<file path="config.mk">
export PLATFORM = sky130hd
export DESIGN_NAME = viterbi_final_select
export DESIGN_NICKNAME = d
export VERILOG_FILES = /design/src/rtl/viterbi_final_select.sv
export SDC_FILE = /design/constraint.sdc
export NUM_CORES = 1
export LEC_CHECK = 0
export CORE_MARGIN = 10
export CORE_UTILIZATION = 25
export CTS_BUF_LIST = sky130_fd_sc_hd__clkbuf_8
export DETAILED_ROUTE_END_ITERATION = 6
export PLACE_DENSITY_LB_ADDON = 0.08
export SYNTH_ARGS = -nofsm -noshare
export SYNTH_HDL_FRONTEND = slang
export SYNTH_SLANG_ARGS = --single-unit
</file>
<file path="constraint.sdc">
create_clock -name CLK -period 6.1 [get_ports CLK]
set_input_delay 0.61 -clock CLK [delete_from_list [all_inputs] [get_ports CLK]]
set_output_delay 0.61 -clock CLK [all_outputs]
set_load 0.02 [all_outputs]
</file>
<file path="src/rtl/viterbi_final_select.sv">
// rtl/viterbi_final_select.sv - K=3 Viterbi terminal path selection with sequential min scan
module viterbi_final_select #(
  parameter int MW  = 8,
  parameter int SW  = 6,
  parameter int ONE = 16
) (
  input  logic          CLK,
  input  logic          RST,
  input  logic          in_valid,
  output logic          in_ready,
  input  logic          term,
  input  logic [MW-1:0] r7,
  input  logic [MW-1:0] r8,
  input  logic [MW-1:0] end_00,
  input  logic [MW-1:0] end_11,
  input  logic [MW-1:0] end_10,
  input  logic [MW-1:0] end_01,
  input  logic [SW-1:0] surv_00,
  input  logic [SW-1:0] surv_11,
  input  logic [SW-1:0] surv_10,
  input  logic [SW-1:0] surv_01,
  output logic          out_valid,
  input  logic          out_ready,
  output logic [SW+1:0] codeword,
  output logic [MW-1:0] shortest_path,
  output logic          sat
);

  localparam int IW = MW + 3;
  localparam logic [IW-1:0] MAX_MAG = IW'((1 << (MW - 1)) - 1);

  typedef enum logic [1:0] {IDLE, CALC, SCAN, OUT} state_t;

  // Negative zero maps to 0 because the magnitude is negated as a whole.
  function automatic logic signed [IW-1:0] sm2tc(input logic [MW-1:0] x);
    logic signed [IW-1:0] mag;
    mag = $signed({{(IW - MW + 1){1'b0}}, x[MW-2:0]});
    return x[MW-1] ? -mag : mag;
  endfunction

  state_t                   state_q, state_d;
  logic                     term_q, term_d;
  logic [MW-1:0]            r7_q, r7_d, r8_q, r8_d;
  logic [3:0][MW-1:0]       end_q, end_d;
  logic [3:0][SW-1:0]       surv_q, surv_d;
  logic [3:0][IW-1:0]       p_q, p_d;
  logic signed [IW-1:0]     min_q, min_d;
  logic [1:0]               idx_q, idx_d;
  logic [1:0]               k_q, k_d;
  logic                     out_valid_q, out_valid_d;
  logic [SW+1:0]            codeword_q, codeword_d;
  logic [MW-1:0]            sp_q, sp_d;
  logic                     sat_q, sat_d;

  logic signed [IW-1:0]     m7, m8, e11, cand;
  logic [1:0]               cand_idx;
  logic                     min_neg;
  logic [IW-1:0]            min_abs;
  logic [1:0]               suffix;

  assign m7       = -(sm2tc(r7_q) <<< 1);
  assign m8       = -(sm2tc(r8_q) <<< 1);
  assign e11      = m7 + m8 + IW'(ONE);
  assign cand_idx = k_q + 2'd1;
  assign cand     = $signed(p_q[cand_idx]);
  assign min_neg  = min_q[IW-1];
  assign min_abs  = min_neg ? IW'(-min_q) : IW'(min_q);

  always_comb begin
    case (idx_q)
      2'd0:    suffix = 2'b00;
      2'd1:    suffix = 2'b11;
      2'd2:    suffix = 2'b10;
      default: suffix = 2'b01;
    endcase
  end

  always_comb begin
    state_d     = state_q;
    term_d      = term_q;
    r7_d        = r7_q;
    r8_d        = r8_q;
    end_d       = end_q;
    surv_d      = surv_q;
    p_d         = p_q;
    min_d       = min_q;
    idx_d       = idx_q;
    k_d         = k_q;
    out_valid_d = out_valid_q;
    codeword_d  = codeword_q;
    sp_d        = sp_q;
    sat_d       = sat_q;
    in_ready    = 1'b0;
    case (state_q)
      IDLE: begin
        in_ready = 1'b1;
        if (in_valid) begin
          term_d  = term;
          r7_d    = r7;
          r8_d    = r8;
          end_d   = {end_01, end_10, end_11, end_00};
          surv_d  = {surv_01, surv_10, surv_11, surv_00};
          state_d = CALC;
        end
      end
      CALC: begin
        p_d[0]  = sm2tc(end_q[0]);
        p_d[1]  = sm2tc(end_q[1]) + e11;
        p_d[2]  = sm2tc(end_q[2]) + m7;
        p_d[3]  = sm2tc(end_q[3]) + m8;
        min_d   = sm2tc(end_q[0]);
        idx_d   = 2'd0;
        k_d     = 2'd0;
        state_d = term_q ? OUT : SCAN;
      end
      SCAN: begin
        // Strict less-than keeps the lower index on ties.
        if (cand < min_q) begin
          min_d = cand;
          idx_d = cand_idx;
        end
        k_d = k_q + 2'd1;
        if (k_q == 2'd2) state_d = OUT;
      end
      default: begin
        if (!out_valid_q) begin
          out_valid_d = 1'b1;
          codeword_d  = {surv_q[idx_q], suffix};
          if (min_abs > MAX_MAG) begin
            sat_d = 1'b1;
            sp_d  = {min_neg, {(MW-1){1'b1}}};
          end else begin
            sat_d = 1'b0;
            sp_d  = {min_neg, min_abs[MW-2:0]};
          end
        end else if (out_ready) begin
          out_valid_d = 1'b0;
          state_d     = IDLE;
        end
      end
    endcase
  end

  always_ff @(posedge CLK or posedge RST) begin
    if (RST) begin
      state_q     <= IDLE;
      term_q      <= 1'b0;
      r7_q        <= '0;
      r8_q        <= '0;
      end_q       <= '0;
      surv_q      <= '0;
      p_q         <= '0;
      min_q       <= '0;
      idx_q       <= '0;
      k_q         <= '0;
      out_valid_q <= 1'b0;
      codeword_q  <= '0;
      sp_q        <= '0;
      sat_q       <= 1'b0;
    end else begin
      state_q     <= state_d;
      term_q      <= term_d;
      r7_q        <= r7_d;
      r8_q        <= r8_d;
      end_q       <= end_d;
      surv_q      <= surv_d;
      p_q         <= p_d;
      min_q       <= min_d;
      idx_q       <= idx_d;
      k_q         <= k_d;
      out_valid_q <= out_valid_d;
      codeword_q  <= codeword_d;
      sp_q        <= sp_d;
      sat_q       <= sat_d;
    end
  end

  assign out_valid     = out_valid_q;
  assign codeword      = codeword_q;
  assign shortest_path = sp_q;
  assign sat           = sat_q;

endmodule
</file>
==> results.cfg <==
[timing]
fmax_ghz = 0.224
setup_slack_ps = 1630
setup_tns_ps = 0
clock_skew_ps = 14.0
worst_pin_slew_ps = 1120
slew_viol_final = 0
finalSetupViolations = 0
min_period_ps = 4470
fin_crit_sh = 0.733
relSlewSlack = 0.254
timing_hold_violations_final = 0
rsz0062_at_grt = no

[detailed_routing]
drt-pass1-iter-count = 4
ant_nets = 0
vias_per_cell = 4.37
wl_per_cell_um = 16.5
wirelength_um = 24800
vias = 6555
drc = 0
drt_iter0_drc = 353

[layout]
final_cell_count_no_fill = 1499
fin_area_sq_mm = 0.0113
drive_above_1_share = 0.168
area_growth_pct = 19.9
nets = 1119

[clock_tree]
cts-resized-gates = 0
cts_made_buffers = 17
cts_max_path_buffers = 2
root_buffer = clkbuf_8
cts_sinks = 152
clock_latency_ps = 480
cts_tree = done
post_cts_buffers = 0
hold_buffers = 0
clk_pin_slew_ps = 100
htreeDepth = 4

[critical_path]
r2r-end = p_q[21]
worstSetupPathType = reg -> reg
cp.required_ps = 6430
worst_setup_path_start_kind = register
reg2reg_depth = 17
r2r-start = r7_q[0]
end_kind = register
crit_fanout = 9
ff2ff_setup_slack_ps = 1630
worstPathArrival_ps = 4800

[hold_path]
hold_path_end = shortest_path[3]
hp-start = shortest_path[3]
hp-class = reg -> reg
hold_path_depth = 2

[synthesis]
syn_inst = 895
synth_edf_count = 0
syn_area_per_cell_sq_um = 10.6
synth_flop_cell = dfrtp_1
ys_ff_latch = 152
synth_top_area_cell = dfrtp_1
synth_area_sq_mm = 0.00945
synth.distinct_cells = 65
ys_warn_count = 0
seq_area_frac_synth = 0.402
syn_nets = 1040
yosys.cell_count.top_type = dfrtp_1
async_flop_share = 1.00
ys_top_cells_by_area = dfrtp_1 40%, mux2_2 11%, ha_1 7.7%
synth_top_area_frac = 0.402
synthTopCellsByCount = 152 x dfrtp_1, 96 x mux2_2, 86 x nand2_1

[grt]
antenna_found_initial = 0
grt_pass1_vias = 6850
gr-total-overflow = 0
grt_max_degree = 66
grt_pass1_wl_um = 40300
groute.usage.overall = 0.111

[floorplanning]
die-area_sq_mm = 0.0460
die_h_um = 214
io_pins = 96
core_area_sq_mm = 0.0375
fp-row-count = 71
die_w_um = 214
initial_core_util = 0.252

[placement]
placed_area_sq_mm = 0.0109
port_buffers = 95
place_ws_ps = 1530
dpl.cell_count = 1466
dp_hpwl_um = 19000
place_congestion = 0.771

[status]
status = finished clean

[flow_run]
cap_violations = 0
==> worst max path at each step <==
stage / startpoint / end / slack [ps] / cells past startpoint
2_1_floorplan: RST / codeword[0] / 1400 / 1
3_3_place_gp: r7_q[0] / p_q[21] / 1660 / 17
3_5_place_dp: r7_q[0] / p_q[21] / 1530 / 17
4_1_cts: r7_q[0] / p_q[21] / 1510 / 17
5_1_grt: r8_q[0] / p_q[21] / 1160 / 19
6_report: r7_q[0] / p_q[21] / 1630 / 17
==> cells in the final DEF (no fill, tap or decap), types with 11 or more instances in the layout <==
cell,instances
dfrtp_1,152
xor2_1,22
inv_1,65
ha_1,57
mux2_2,96
nand3_1,11
clkdlybuf4s50_1,95
o21ai_0,36
nor2b_1,11
nor2_1,49
clkbuf_8,19
mux2i_1,21
a21oi_1,47
nand2_1,85
o31ai_1,11
xnor2_1,44
nand2b_1,11
a21o_1,12
mux4_2,17
==> stage by stage <==
step | utilization | hold slack (ps)
final | 0.302 | 475
after CTS | 0.302 | 480
after detailed placement | 0.292 | 456
after global routing | 0.302 | 511
after floorplan | - | 446
after global placement | 0.292 | 452
==> registers in the layout, indices dropped and copies added (netlist names) <==
register / count
codeword: 8
end_q: 32
idx_q: 2
k_q: 2
min_q: 11
out_valid: 1
p_q: 44
r7_q: 8
r8_q: 8
sat: 1
shortest_path: 8
state_q: 2
surv_q: 24
term_q: 1
==> layer usage <==
layer | wire length (um) | GRT usage
met4 | 176 | 0.0232
met1 | 12000 | 0.144
met2 | 12000 | 0.183
met3 | 666 | 0.0272
met5 | 0 | 0
==> critical path: stages, from the launching register on <==
cell and delay, ps:
dfrtp_1 590, inv_1 90, ha_1 280, xor2_1 190, a21oi_1 370, xor2_1 350, ha_1 310, fa_1 600
inv_1 60, ha_1 290, a21o_1 190, a21oi_1 210, o21bai_1 80, a21oi_1 230, o21bai_1 90, a21oi_1 190
xnor2_1 140, a21oi_1 80
==> kinds of logic (layout without fill, tap and decap cells) <==
logic type,count (synthesis),count (layout),synth area share
adders and majority gates,69,69,0.0990
xor gates and xnor gates,67,67,0.0629
muxes,136,136,0.181
other,0,1,0
DFF,152,152,0.402
AOI/OAI and AO/OA,160,160,0.111
and+or+nand+nor,204,204,0.0989
buffers and inverters,107,199,0.0442
==> area by class of cell <==
class | instances | area, sq um
clock inverter | 13 | 134
timing repair buffer | 101 | 996
fill | 3970 | 26200
inverter | 66 | 253
tap | 511 | 639
clock buffer | 19 | 262
multi-input combinational | 636 | 5240
antenna | 1 | 2.50
sequential | 152 | 3800
Power is not shown: default switching activity piles up to over one toggle a cycle in this logic, so the estimate is an artifact.
